### src/rtl/legv8_instr_encoder_if.sv
// Command/instruction bus for the LEGv8 encoder: field-level commands in, encoded words out.
// Both channels transfer exactly on a rising edge where valid && ready; valid may not depend on ready.
interface legv8_instr_encoder_if #(
  parameter int ADDR_W = 16
);
  logic              flush;
  logic              cmd_valid;
  logic              cmd_ready;
  logic [3:0]        cmd_op;
  logic [4:0]        cmd_rd;
  logic [4:0]        cmd_rn;
  logic [4:0]        cmd_rm;
  logic [25:0]       cmd_imm;
  logic [3:0]        cmd_cond;
  logic              instr_valid;
  logic              instr_ready;
  logic [31:0]       instr_word;
  logic [ADDR_W-1:0] instr_addr;
  logic              err;
  logic [1:0]        err_code;

  modport master (
    output flush, cmd_valid, cmd_op, cmd_rd, cmd_rn, cmd_rm, cmd_imm, cmd_cond, instr_ready,
    input  cmd_ready, instr_valid, instr_word, instr_addr, err, err_code
  );

  modport slave (
    input  flush, cmd_valid, cmd_op, cmd_rd, cmd_rn, cmd_rm, cmd_imm, cmd_cond, instr_ready,
    output cmd_ready, instr_valid, instr_word, instr_addr, err, err_code
  );
endinterface

### src/rtl/legv8_instr_encoder.sv
// Encodes field-level LEGv8 commands into 32-bit words, buffers them in a FIFO and
// streams them out with sequential byte addresses. Out-of-range commands are dropped and flagged.
module legv8_instr_encoder #(
  parameter int                DEPTH     = 4,
  parameter int                ADDR_W    = 16,
  parameter logic [ADDR_W-1:0] BASE_ADDR = '0
) (
  input  logic                 clk,
  input  logic                 rst,
  legv8_instr_encoder_if.slave bus
);
  localparam int PTR_W = $clog2(DEPTH);
  localparam int CNT_W = PTR_W + 1;

  logic [31:0]       mem [DEPTH];
  logic [PTR_W-1:0]  wrPtr, rdPtr;
  logic [CNT_W-1:0]  count;
  logic [ADDR_W-1:0] addrQ;
  logic              errQ;
  logic [1:0]        errCodeQ;

  logic [31:0] encWord;
  logic [1:0]  encErr;
  logic        fits19, fits9, fits12u;
  logic        accept, push, reject, pop;

  // A signed field fits when every bit above its sign bit repeats the sign bit.
  assign fits19  = (&bus.cmd_imm[25:18]) | ~(|bus.cmd_imm[25:18]);
  assign fits9   = (&bus.cmd_imm[25:8])  | ~(|bus.cmd_imm[25:8]);
  assign fits12u = ~(|bus.cmd_imm[25:12]);

  always_comb begin
    encWord = '0;
    encErr  = 2'd0;
    case (bus.cmd_op)
      4'd0: encWord = {6'b000101, bus.cmd_imm};
      4'd1: begin
        encWord = {8'b01010100, bus.cmd_imm[18:0], 1'b0, bus.cmd_cond};
        if (!fits19) encErr = 2'd2;
      end
      4'd2: encWord = {6'b100101, bus.cmd_imm};
      4'd3: encWord = {11'b11010110000, 5'b11111, 6'b000000, bus.cmd_rn, 5'b00000};
      4'd4: begin
        encWord = {8'b10110100, bus.cmd_imm[18:0], bus.cmd_rd};
        if (!fits19) encErr = 2'd2;
      end
      4'd5: begin
        encWord = {10'b1001000100, bus.cmd_imm[11:0], bus.cmd_rn, bus.cmd_rd};
        if (!fits12u) encErr = 2'd2;
      end
      4'd6: encWord = {11'b10101011000, bus.cmd_rm, 6'b000000, bus.cmd_rn, bus.cmd_rd};
      4'd7: begin
        encWord = {11'b11111000010, bus.cmd_imm[8:0], 2'b00, bus.cmd_rn, bus.cmd_rd};
        if (!fits9) encErr = 2'd2;
      end
      4'd8: begin
        encWord = {11'b11111000000, bus.cmd_imm[8:0], 2'b00, bus.cmd_rn, bus.cmd_rd};
        if (!fits9) encErr = 2'd2;
      end
      4'd9: encWord = {11'b11101011000, bus.cmd_rm, 6'b000000, bus.cmd_rn, bus.cmd_rd};
      default: encErr = 2'd1;
    endcase
  end

  // Rejected commands are still handshaken so the producer never stalls on a bad command.
  assign bus.cmd_ready   = rst && (count != CNT_W'(DEPTH));
  assign accept          = bus.cmd_valid && bus.cmd_ready;
  assign push            = accept && (encErr == 2'd0);
  assign reject          = accept && (encErr != 2'd0);
  assign bus.instr_valid = (count != '0);
  assign pop             = bus.instr_valid && bus.instr_ready;

  assign bus.instr_word = mem[rdPtr];
  assign bus.instr_addr = addrQ;
  assign bus.err        = errQ;
  assign bus.err_code   = errCodeQ;

  always_ff @(posedge clk) begin
    if (rst && !bus.flush && push) mem[wrPtr] <= encWord;
  end

  always_ff @(posedge clk) begin
    if (!rst || bus.flush) begin
      wrPtr    <= '0;
      rdPtr    <= '0;
      count    <= '0;
      addrQ    <= BASE_ADDR;
      errQ     <= 1'b0;
      errCodeQ <= 2'd0;
    end else begin
      if (push) wrPtr <= wrPtr + 1'b1;
      if (pop) begin
        rdPtr <= rdPtr + 1'b1;
        addrQ <= addrQ + ADDR_W'(4);
      end
      if (push && !pop)      count <= count + 1'b1;
      else if (pop && !push) count <= count - 1'b1;
      if (reject) begin
        errQ     <= 1'b1;
        errCodeQ <= encErr;
      end
    end
  end
endmodule

### src/flat_wrapper.sv
// flat-port wrapper written by rule: the top's interface ports become plain ports
module legv8_instr_encoder_flat 
#(
  parameter int                DEPTH     = 4,
  parameter int                ADDR_W    = 16,
  parameter logic [ADDR_W-1:0] BASE_ADDR = '0
)
  (clk, rst, bus_flush, bus_cmd_valid, bus_cmd_op, bus_cmd_rd, bus_cmd_rn, bus_cmd_rm, bus_cmd_imm, bus_cmd_cond, bus_instr_ready, bus_cmd_ready, bus_instr_valid, bus_instr_word, bus_instr_addr, bus_err, bus_err_code);
  legv8_instr_encoder_if #(.ADDR_W(ADDR_W)) bus_i ();
  input  logic clk;
  input  logic rst;
  input wire logic [$bits(bus_i.flush)-1:0] bus_flush;
  input wire logic [$bits(bus_i.cmd_valid)-1:0] bus_cmd_valid;
  input wire logic [$bits(bus_i.cmd_op)-1:0] bus_cmd_op;
  input wire logic [$bits(bus_i.cmd_rd)-1:0] bus_cmd_rd;
  input wire logic [$bits(bus_i.cmd_rn)-1:0] bus_cmd_rn;
  input wire logic [$bits(bus_i.cmd_rm)-1:0] bus_cmd_rm;
  input wire logic [$bits(bus_i.cmd_imm)-1:0] bus_cmd_imm;
  input wire logic [$bits(bus_i.cmd_cond)-1:0] bus_cmd_cond;
  input wire logic [$bits(bus_i.instr_ready)-1:0] bus_instr_ready;
  output wire logic [$bits(bus_i.cmd_ready)-1:0] bus_cmd_ready;
  output wire logic [$bits(bus_i.instr_valid)-1:0] bus_instr_valid;
  output wire logic [$bits(bus_i.instr_word)-1:0] bus_instr_word;
  output wire logic [$bits(bus_i.instr_addr)-1:0] bus_instr_addr;
  output wire logic [$bits(bus_i.err)-1:0] bus_err;
  output wire logic [$bits(bus_i.err_code)-1:0] bus_err_code;
  assign bus_i.flush = bus_flush;
  assign bus_i.cmd_valid = bus_cmd_valid;
  assign bus_i.cmd_op = bus_cmd_op;
  assign bus_i.cmd_rd = bus_cmd_rd;
  assign bus_i.cmd_rn = bus_cmd_rn;
  assign bus_i.cmd_rm = bus_cmd_rm;
  assign bus_i.cmd_imm = bus_cmd_imm;
  assign bus_i.cmd_cond = bus_cmd_cond;
  assign bus_i.instr_ready = bus_instr_ready;
  assign bus_cmd_ready = bus_i.cmd_ready;
  assign bus_instr_valid = bus_i.instr_valid;
  assign bus_instr_word = bus_i.instr_word;
  assign bus_instr_addr = bus_i.instr_addr;
  assign bus_err = bus_i.err;
  assign bus_err_code = bus_i.err_code;
  legv8_instr_encoder #(.DEPTH(DEPTH), .ADDR_W(ADDR_W), .BASE_ADDR(BASE_ADDR)) u_core (.clk(clk), .rst(rst), .bus(bus_i));
endmodule
### config.mk
export PLATFORM = sky130hd
export DESIGN_NAME = legv8_instr_encoder_flat
export DESIGN_NICKNAME = d
export VERILOG_FILES = /design/src/rtl/legv8_instr_encoder_if.sv /design/src/rtl/legv8_instr_encoder.sv /design/src/flat_wrapper.sv
export SDC_FILE = /design/constraint.sdc
export NUM_CORES = 1
export LEC_CHECK = 0
export BUFFER_PORTS_ARGS = -buffer_cell sky130_fd_sc_hd__buf_2
export CORE_ASPECT_RATIO = 0.9
export CORE_MARGIN = 10
export CORE_UTILIZATION = 45
export CTS_CLUSTER_SIZE = 20
export DETAILED_ROUTE_END_ITERATION = 6
export PLACE_DENSITY = 0.65
export RECOVER_POWER = 100
export SLEW_MARGIN = 5
export SYNTH_ARGS = -nofsm -noshare
export SYNTH_HDL_FRONTEND = slang
export SYNTH_SLANG_ARGS = --single-unit
### constraint.sdc
create_clock -name clk -period 2.71 [get_ports clk]
set_input_delay 0.1355 -clock clk [delete_from_list [all_inputs] [get_ports clk]]
set_output_delay 0.1355 -clock clk [all_outputs]
set_load 0.05 [all_outputs]
==> results of run 1 <==
synthesized netlist by cell type, types with 6 or more instances:
| library cell | n | area (sq um) |
|---|---|---|
| a21o_1 | 6 | 45.0 |
| a21oi_1 | 15 | 75.1 |
| a222oi_1 | 16 | 160 |
| a22oi_1 | 7 | 52.6 |
| and3_1 | 7 | 43.8 |
| buf_2 | 7 | 35.0 |
| clkbuf_1 | 16 | 60.1 |
| dfxtp_1 | 26 | 521 |
| edfxtp_1 | 128 | 3840 |
| ha_1 | 6 | 75.1 |
| inv_1 | 21 | 78.8 |
| mux2i_1 | 7 | 70.1 |
| mux4_2 | 32 | 721 |
| nand2_1 | 25 | 93.8 |
| nand2b_1 | 7 | 43.8 |
| nand4_1 | 8 | 50.1 |
| nor2_1 | 40 | 150 |
| nor3_1 | 8 | 40.0 |
| o21ai_0 | 15 | 75.1 |
| xnor2_1 | 7 | 61.3 |
| xor2_1 | 10 | 87.6 |
flip-flops by register name, summed over array words and instances, names as in the netlist, named ones only:
register	cells
u_core.rdPtr	2
u_core.count	3
u_core.bus.err_code	2
u_core.bus.instr_addr	14
u_core.mem	128
u_core.bus.err	1
u_core.wrPtr	2
cell type report:
class / instances / area share
tap: 198 / 0.0297
timing repair buffer: 151 / 0.0968
clock buffer: 20 / 0.0523
clock inverter: 12 / 0.0148
antenna: 3 / 0.000899
multi-input combinational: 271 / 0.273
inverter: 21 / 0.00944
sequential: 154 / 0.523
kinds of logic after synthesis:
kind of cell               after synthesis  share of synthesized area
AOI/OAI and AO/OA                       87                     0.0941
xor gates and xnor gates                17                     0.0218
adders and majority gates                7                     0.0139
buffers and inverters                   49                     0.0304
DFF                                    154                      0.638
muxes                                   39                      0.116
other                                    1                   0.000549
and+or+nand+nor                        119                     0.0851
critical path, stage by stage:
cell      delay (ps)
clkbuf_1         100
nor4_1           490
buf_4            200
nand4_1          110
nand2b_1         190
o22a_1           220
nor2_1           150
ha_1             190
inv_1             60
fa_1             430
xor2_1           160
or3_1            310
a21oi_1          150
power groups by stage:
stage | Sequential (mW) | Combinational (mW) | Clock (mW)
floorplan | 2.65 | 0.284 | 0
global placement | 2.65 | 0.464 | 0
detailed placement | 2.65 | 0.473 | 0
CTS | 2.61 | 0.477 | 2.29
global route | 2.61 | 0.505 | 2.38
finish | 2.61 | 0.468 | 2.24
how the worst max path moves through the flow:
| stage | from | end | slack (ps) | cells past startpoint |
|---|---|---|---|---|
| floorplan | u_core.count[0]$_SDFFE_PP0P_ | u_core.count[2]$_SDFFE_PP0P_ | 140 | 10 |
| global placement | bus_cmd_imm[22] | u_core.count[2]$_SDFFE_PP0P_ | -110 | 13 |
| detailed placement | bus_cmd_imm[22] | u_core.count[2]$_SDFFE_PP0P_ | -250 | 13 |
| CTS | bus_cmd_imm[22] | u_core.count[2]$_SDFFE_PP0P_ | 170 | 13 |
| global route | bus_cmd_op[2] | u_core.mem[3][21]$_DFFE_PP_ | 50 | 9 |
| finish | bus_cmd_imm[22] | u_core.count[2]$_SDFFE_PP0P_ | 140 | 13 |
per-layer routing:
layer,vias to the layer above,GRT usage
met5,-,0
met4,2,0.0507
met3,16,0.0627
met2,206,0.280
met1,2348,0.229
li1,2155,-
==> impl_metrics.csv, run 1 <==
group,metric,value,unit
global_route,grt_overflow,0,
pwr,power_density,637,nW/um^2
placed_design,dp_hpwl,12.8,mm
pwr,clockPowerShare,0.422,
timing,finalWorstSetupSlack,139,ps
critical_path,r2r_end,"u_core.count[2]$_SDFFE_PP0P_",
detailed_routing,routed-wl-met3,1.92,mm
global_route,grt_pass1_wl,27.2,mm
timing,drv_slew,0,
synth,yosysSeqAreaShare,0.638,
critical_path,endpoint_kind,"register",
clock_network,holdBufCountCts,0,
cells_and_area,fin_area,8350,sq um
detailed_routing,met1Wirelength,7.41,mm
floorplan,coreArea,14800,sq um
hold_path,whs_endpoint,"u_core.bus.err_code[0]$_SDFFE_PP0P_",
pwr,p_switching,1.21,mW
placed_design,io_buffers,104,
timing,final-hold-violation-count,0,
synth,synthArstFlopShare,0,
timing,finalCriticalPeriod,2570,ps
detailed_routing,routed-via-count,4727,
synth,yosysUniqueCellTypes,54,
timing,rsz0062_at_grt,"no",
detailed_routing,dr_wl_met2,8.49,mm
floorplan,rows,42,
outcome,status,"complete, no violations",
timing,skew,3.86,ps
critical_path,critical_path_required,3050,ps
placed_design,placed_cell_area,7910,sq um
floorplan,die_y,137,um
clock_network,ctsLongestPathBuffers,2,
clock_network,cts.reportedPaths.clkPinSlew,60,ps
timing,tightest_slew,992,ps
global_route,grtUsageTotal,0.178,
timing,max_freq,0.389,GHz
global_route,grt_max_degree,33,
hold_path,min_from,"bus_flush",
placed_design,place_inst,795,
pwr,pwr-share-seq,0.490,
synth,synthFlopType,"edfxtp_1",
hold_path,hold_class,"in -> reg",
timing,timing.hold.ws,70.8,ps
synth,synth_seq_cells,154,
critical_path,crit_type,"in -> reg",
clock_network,cts_resized,0,
clock_network,clock_sinks,154,
synth,synthCells,473,
cells_and_area,multiInputGateArea,2280,sq um
clock_network,cts_tree,"done",
detailed_routing,drt-initial-drc-count,494,
timing,finalCritPeriodShare,0.949,
cells_and_area,fin_util,0.563,
cells_and_area,fin_nets,677,
pwr,intPower,4.10,mW
cells_and_area,fill_cells,1295,
timing,fin_tns_setup,0,ps
critical_path,crit_path_max_fanout,3,
run,cap_violations,0,
global_route,grt_pass1_vias,4789,
critical_path,cp-start-kind,"input port",
clock_network,clock_latency,420,ps
pwr,pwr-share-comb,0.088,
floorplan,die-area,20500,sq um
cells_and_area,layout_commonest_cell,"edfxtp_1",
synth,synth_edf_count,128,
clock_network,cts_buffers,17,
global_route,antenna_found_initial,2,
cells_and_area,syn2layout_area_growth,22.1,%
detailed_routing,drcViolationCount,0,
critical_path,rr_worst_depth,10,
pwr,ir_drop,0.540,mV
timing,slew_headroom,0.339,
floorplan,io-pin-count,107,
pwr,power,5.32,mW
cells_and_area,drive_gt1_frac,0.291,
clock_network,h-tree-depth,4,
critical_path,r2r_slack,330,ps
placed_design,gp_congestion,0.935,
critical_path,crit-reg2reg-launch,"u_core.count[0]$_SDFFE_PP0P_",
timing,setup_viol,0,
detailed_routing,top_layer,"met5",
synth,ys_warn_count,0,
cells_and_area,final_cell_mix,"128 x edfxtp_1, 51 x buf_2, 40 x nor2_1",
clock_network,cts_setup_buffers,0,
synth,synth.avg_cell_area,14.5,sq um
critical_path,arrival,2910,ps
detailed_routing,totalWireLength,18.0,mm
pwr,p_leak,3.03,nW
floorplan,dieWidth,150,um
cells_and_area,stdcell_count,830,
placed_design,dp_slack,-249,ps
floorplan,start_util,0.461,
hold_path,min_path_cells,3,
detailed_routing,antenna_left,0,
synth,syn_area,6840,sq um
detailed_routing,vias_per_cell,5.70,
clock_network,cts-root-buf,"clkbuf_16",
detailed_routing,drtPass1Iterations,5,
detailed_routing,wl_per_cell,21.7,um
cells_and_area,register_area,4370,sq um
pwr,switching_share,0.228,
No activity file was read; power rests on OpenSTA's default activity.
==> run 2: changes to the inputs <==
--- a/config.mk
+++ b/config.mk
@@ -8,11 +8,11 @@
 export BUFFER_PORTS_ARGS = -buffer_cell sky130_fd_sc_hd__buf_2
 export CORE_ASPECT_RATIO = 0.9
 export CORE_MARGIN = 10
-export CORE_UTILIZATION = 45
+export CORE_UTILIZATION = 51
 export CTS_CLUSTER_SIZE = 20
 export DETAILED_ROUTE_END_ITERATION = 6
-export PLACE_DENSITY = 0.65
-export RECOVER_POWER = 100
+export PLACE_DENSITY = 0.73
+export RECOVER_POWER = 25
 export SLEW_MARGIN = 5
 export SYNTH_ARGS = -nofsm -noshare
 export SYNTH_HDL_FRONTEND = slang
==> constraint.sdc (replaced) <==
create_clock -name clk -period 2.71 [get_ports clk]
set_input_delay 0.271 -clock clk [delete_from_list [all_inputs] [get_ports clk]]
set_output_delay 0.271 -clock clk [all_outputs]
set_load 0.05 [all_outputs]
==> run 2 against run 1 <==
  * Register-to-register slack worse by 70 ps
  * Largest cell class unchanged
  * Routed wire length is 8.8% lower
  * First-iteration DRC count shrank 6.5%
  * Hold slack better by 120 ps
  * Critical path depth is the same
  * Non-clock buffer count shrank 1
  * Total power fell by 1.6%
  * Setup slack improved by 44 ps
  * Maximum frequency grew 1.7%
  * Largest power group unchanged
  * Count of clock-buffer cells in the layout shrank 3
  * Clock skew hardly changed
  * Combinational power is essentially flat
==> impl_metrics.csv, run 2 (synthesis results as in run 1) <==
group,metric,value,unit
cells_and_area,fin_nets,676,
cells_and_area,largest_register_ffs,128,
cells_and_area,layout_commonest_cell,"edfxtp_1",
timing,finalCritPeriodShare,0.933,
global_route,grtUsageTotal,0.183,
global_route,grt_overflow,0,
pwr,power_density,624,nW/um^2
pwr,pwr-share-seq,0.497,
critical_path,crit_type,"in -> reg",
detailed_routing,drtPass1Iterations,5,
critical_path,arrival,2850,ps
floorplan,dieWidth,142,um
placed_design,dp_hpwl,11.9,mm
clock_network,h-tree-depth,4,
pwr,intPower,4.02,mW
timing,timing.hold.ws,189,ps
pwr,p_switching,1.21,mW
floorplan,rows,40,
floorplan,io-pin-count,107,
timing,final-hold-violation-count,0,
floorplan,coreArea,13300,sq um
pwr,power,5.23,mW
detailed_routing,drt-initial-drc-count,462,
cells_and_area,final_cell_mix,"128 x edfxtp_1, 89 x buf_2, 40 x nor2_1",
critical_path,worstPathCellList,"buf_2 -> nor4_4 -> buf_4 -> nand4_1 -> nand2b_1 -> o22a_1 -> nor2_1 -> ha_1 -> inv_1 -> fa_1 -> xor2_1 -> or3_1 -> a21oi_1",
critical_path,worst-path-buf-inv,3,
cells_and_area,syn2layout_area_growth,22.6,%
floorplan,die_y,130,um
clock_network,holdBufCountCts,0,
clock_network,cts_buffers,17,
placed_design,place_inst,764,
detailed_routing,antenna_left,0,
timing,skew,4.23,ps
placed_design,gp_congestion,0.907,
detailed_routing,totalWireLength,16.4,mm
detailed_routing,wl_per_cell,20.6,um
cells_and_area,largest-register,"u_core.mem",
critical_path,cp-start-kind,"input port",
timing,setup_viol,0,
placed_design,io_buffers,104,
critical_path,crit_path_max_fanout,3,
cells_and_area,drive_gt1_frac,0.315,
detailed_routing,vias_per_cell,5.85,
clock_network,clock_sinks,154,
timing,tightest_slew,909,ps
timing,drv_slew,0,
critical_path,cp_top_family,"simple AND/OR/NAND/NOR gates",
run,cap_violations,0,
critical_path,endpoint_kind,"register",
detailed_routing,drcViolationCount,0,
hold_path,hold_class,"in -> reg",
clock_network,clock_latency,420,ps
clock_network,cts-root-buf,"clkbuf_16",
pwr,ir_drop,0.461,mV
cells_and_area,fill_cells,996,
timing,rsz0062_at_grt,"no",
clock_network,ctsLongestPathBuffers,2,
detailed_routing,routed-via-count,4674,
timing,finalWorstSetupSlack,183,ps
hold_path,min_from,"bus_flush",
clock_network,cts_tree,"done",
placed_design,dp_slack,-344,ps
clock_network,cts.reportedPaths.clkPinSlew,60,ps
cells_and_area,multiInputGateArea,2290,sq um
global_route,grt_pass1_wl,25.8,mm
pwr,clockPowerShare,0.414,
outcome,status,"complete, no violations",
floorplan,die-area,18400,sq um
critical_path,crit-reg2reg-launch,"u_core.count[0]$_SDFFE_PP0P_",
cells_and_area,register_area,4370,sq um
timing,slew_headroom,0.394,
pwr,pwr-share-comb,0.089,
global_route,grt_max_degree,25,
critical_path,slowest_delay,430,ps
pwr,p_leak,3.07,nW
timing,finalCriticalPeriod,2530,ps
cells_and_area,fin_util,0.632,
critical_path,crit_slowest_cell,"fa_1",
critical_path,critical_path_required,3030,ps
cells_and_area,stdcell_count,799,
timing,max_freq,0.396,GHz
floorplan,start_util,0.515,
clock_network,cts_setup_buffers,0,
global_route,grt_pass1_vias,4693,
pwr,switching_share,0.232,
critical_path,crit_path_start,"bus_cmd_imm[22]",
global_route,antenna_found_initial,7,
==> run 2: stage by stage <==
step	area, sq um	setup TNS, ps
3_3_place_gp	7850	-253
6_report	8380	0
2_1_floorplan	6850	0
4_1_cts	8410	0
5_1_grt	8380	0
3_5_place_dp	7850	-376
==> run 2: metal layers <==
layer | part of all wire | global-route usage | wire [um] | up-vias
li1 | - | - | - | 2148
met1 | 0.39 | 0.223 | 6400 | 2271
met2 | 0.48 | 0.286 | 7840 | 212
met3 | 0.11 | 0.0734 | 1810 | 35
met4 | 0.020 | 0.0691 | 333 | 8
met5 | 0.0035 | 0 | 58 | -
==> run 2: power by group through the flow <==
stage	registers (mW)	logic, mW	clock network [mW]
after floorplan	2.65	0.284	0
after global placement	2.65	0.452	0
after detailed placement	2.65	0.463	0
after CTS	2.60	0.466	2.22
after global routing	2.60	0.504	2.35
final	2.60	0.465	2.17
==> run 2: worst paths after layout <==
| check | to | slack [ps] | cells after the start |
|---|---|---|---|
| max | u_core.count[2]$_SDFFE_PP0P_ | 180 | 13 |
| min | u_core.bus.err_code[0]$_SDFFE_PP0P_ | 190 | 3 |
| max reg2reg | u_core.count[2]$_SDFFE_PP0P_ | 260 | 10 |
| min reg2reg | u_core.bus.err_code[0]$_SDFFE_PP0P_ | 510 | 1 |
==> run 2: area by class of cell <==
class                      instances  share of cell area
antenna                            3            0.000896
clock buffer                      17              0.0507
clock inverter                    15              0.0152
inverter                          21             0.00940
multi-input combinational        271               0.274
sequential                       154               0.521
tap                              168              0.0251
timing repair buffer             150               0.104
==> run 2: repair_timing <==
action,4_1_cts,5_1_grt
endpoints found under the hold margin,0,0
setup endpoints to repair,0,1
resized for setup,0,2
==> run 2: worst min-delay path: stages <==
cell and delay (ps):
buf_2 80, nor2b_1 70, o211a_1 130
==> run 3: changes to the inputs <==
--- a/config.mk
+++ b/config.mk
@@ -6,13 +6,16 @@
 export NUM_CORES = 1
 export LEC_CHECK = 0
 export BUFFER_PORTS_ARGS = -buffer_cell sky130_fd_sc_hd__buf_2
+export CELL_PAD_IN_SITES_DETAIL_PLACEMENT = 1
+export CELL_PAD_IN_SITES_GLOBAL_PLACEMENT = 1
 export CORE_ASPECT_RATIO = 0.9
 export CORE_MARGIN = 10
-export CORE_UTILIZATION = 51
+export CORE_UTILIZATION = 42
 export CTS_CLUSTER_SIZE = 20
 export DETAILED_ROUTE_END_ITERATION = 6
 export PLACE_DENSITY = 0.73
 export RECOVER_POWER = 25
+export SKIP_CTS_REPAIR_TIMING = 1
 export SLEW_MARGIN = 5
 export SYNTH_ARGS = -nofsm -noshare
 export SYNTH_HDL_FRONTEND = slang
==> run 3 against run 2 <==
  * Critical path depth is 1 lower
  * Sequential power hardly changed
  * Setup slack worse by 5.5 ps
  * Design area is 2.8% higher
  * Final cell count is 7.0% higher
  * Register-to-register slack worse by 60 ps
  * Combinational power is 9.5% higher
  * Via count is 3.8% higher
==> impl_metrics.csv, run 3 (synthesis results as in run 1) <==
group,metric,value,unit
outcome,status,"complete, no violations",
critical_path,crit-reg2reg-launch,"u_core.count[0]$_SDFFE_PP0P_",
detailed_routing,totalWireLength,19.9,mm
cells_and_area,syn2layout_area_growth,26.0,%
critical_path,critical_path_required,3050,ps
global_route,grtUsageTotal,0.186,
cells_and_area,fill_cells,1676,
pwr,p_leak,3.16,nW
global_route,antenna_found_initial,1,
cells_and_area,fin_util,0.536,
critical_path,crit_path_max_fanout,9,
clock_network,cts_tree,"done",
detailed_routing,drt-initial-drc-count,372,
clock_network,clock_latency,430,ps
pwr,ir_drop,0.429,mV
cells_and_area,register_area,4370,sq um
critical_path,r2r_end,"u_core.count[2]$_SDFFE_PP0P_",
hold_path,whs_endpoint,"u_core.bus.err_code[0]$_SDFFE_PP0P_",
cells_and_area,largest_register_ffs,128,
timing,finalWorstSetupSlack,177,ps
timing,max_freq,0.395,GHz
timing,rsz0062_at_grt,"no",
critical_path,cp-start-kind,"input port",
timing,fin_tns_setup,0,ps
floorplan,die_y,141,um
global_route,grt_pass1_wl,31.0,mm
timing,skew,6.96,ps
timing,tightest_slew,1310,ps
timing,slew_headroom,0.119,
critical_path,endpoint_kind,"register",
placed_design,dp_slack,-289,ps
clock_network,clock_sinks,154,
clock_network,cts.reportedPaths.clkPinSlew,60,ps
hold_path,min_from,"bus_flush",
placed_design,io_buffers,104,
timing,timing.hold.ws,181,ps
cells_and_area,drive_gt1_frac,0.328,
detailed_routing,antenna_left,0,
run,cap_violations,0,
clock_network,cts_buffers,17,
critical_path,crit_type,"in -> reg",
cells_and_area,multiInputGateArea,2290,sq um
floorplan,io-pin-count,107,
detailed_routing,drtPass1Iterations,5,
clock_network,h-tree-depth,4,
floorplan,rows,44,
cells_and_area,final_cell_mix,"128 x edfxtp_1, 84 x buf_2, 52 x buf_4",
cells_and_area,largest-register,"u_core.mem",
floorplan,start_util,0.425,
placed_design,place_inst,822,
critical_path,crit_slowest_cell,"nor4bb_1",
floorplan,die-area,21800,sq um
cells_and_area,fin_nets,695,
placed_design,gp_congestion,0.922,
detailed_routing,vias_per_cell,5.67,
timing,finalCriticalPeriod,2530,ps
hold_path,min_path_cells,3,
critical_path,arrival,2880,ps
floorplan,dieWidth,154,um
detailed_routing,wl_per_cell,23.3,um
critical_path,worstPathCellList,"clkbuf_1 -> nor4bb_1 -> nor3_1 -> a21boi_0 -> o22a_1 -> nor2_2 -> ha_1 -> inv_1 -> fa_1 -> xor2_1 -> or3_1 -> a21oi_1",
timing,setup_viol,0,
critical_path,rr_worst_depth,10,
hold_path,hold_class,"in -> reg",
timing,drv_slew,0,
clock_network,ctsLongestPathBuffers,2,
floorplan,coreArea,16100,sq um
timing,final-hold-violation-count,0,
critical_path,r2r_slack,200,ps
global_route,grt_max_degree,33,
global_route,grt_pass1_vias,5319,
global_route,grt_overflow,0,
timing,finalCritPeriodShare,0.935,
critical_path,slowest_delay,540,ps
detailed_routing,drcViolationCount,0,
detailed_routing,routed-via-count,4852,
cells_and_area,stdcell_count,855,
pwr,power_density,635,nW/um^2
clock_network,cts-root-buf,"clkbuf_16",
placed_design,dp_hpwl,14.8,mm
cells_and_area,layout_commonest_cell,"edfxtp_1",
[run 3: cell types whose count changed in the layout (fill, tap and decap cells not counted), moves of 2 or more]
cell	before	now
buf_4	36	52
clkbuf_1	21	29
buf_2	89	84
inv_6	1	4
buf_12	4	6
clkinv_2	4	2
diode_2	3	1
nor4_2	0	2
[run 3: cell type report]
cell class,count,area share
antenna,1,0.000290
tap,207,0.0301
multi-input combinational,271,0.266
inverter,21,0.00915
sequential,154,0.507
timing repair buffer,169,0.120
clock inverter,12,0.0160
clock buffer,20,0.0518
[run 3: through the flow]
stage                     power, mW  cell area (sq um)
after global routing           5.66               8610
after floorplan                2.94               6850
after global placement         3.14               8070
after detailed placement       3.16               8070
after CTS                      5.52               8650
final                          5.47               8620
[run 3: worst max-delay path by stage]
stage | start | end | slack (ps)
global placement | bus_cmd_imm[19] | u_core.count[2]$_SDFFE_PP0P_ | -180
detailed placement | bus_cmd_imm[19] | u_core.count[2]$_SDFFE_PP0P_ | -290
CTS | bus_cmd_imm[19] | u_core.count[2]$_SDFFE_PP0P_ | 120
global route | u_core.count[0]$_SDFFE_PP0P_ | u_core.count[2]$_SDFFE_PP0P_ | 60
floorplan | bus_cmd_op[2] | u_core.count[2]$_SDFFE_PP0P_ | 30
finish | bus_cmd_op[2] | u_core.count[2]$_SDFFE_PP0P_ | 180
[run 3: power by group]
group / internal [mW] / switching [mW]
logic: 0.182 / 0.327
clock network: 1.39 / 0.967
registers: 2.59 / 0.0107
total: 4.17 / 1.30
[run 3: metal layers]
metal | GRT usage | vias up | part of all wire
li1 | - | 2174 | -
met1 | 0.227 | 2491 | 0.42
met2 | 0.307 | 162 | 0.50
met3 | 0.0575 | 25 | 0.064
met4 | 0.0601 | 0 | 0.017
met5 | 0 | - | 0
[run 3: worst max-delay path: cells and delay by family]
| kind | cells | cell delay, ps |
|---|---|---|
| simple gates | 4 | 1040 |
| buf+inv | 2 | 370 |
| fa+ha+maj | 2 | 390 |
| xor+xnor | 1 | 70 |
| compound gates | 3 | 740 |
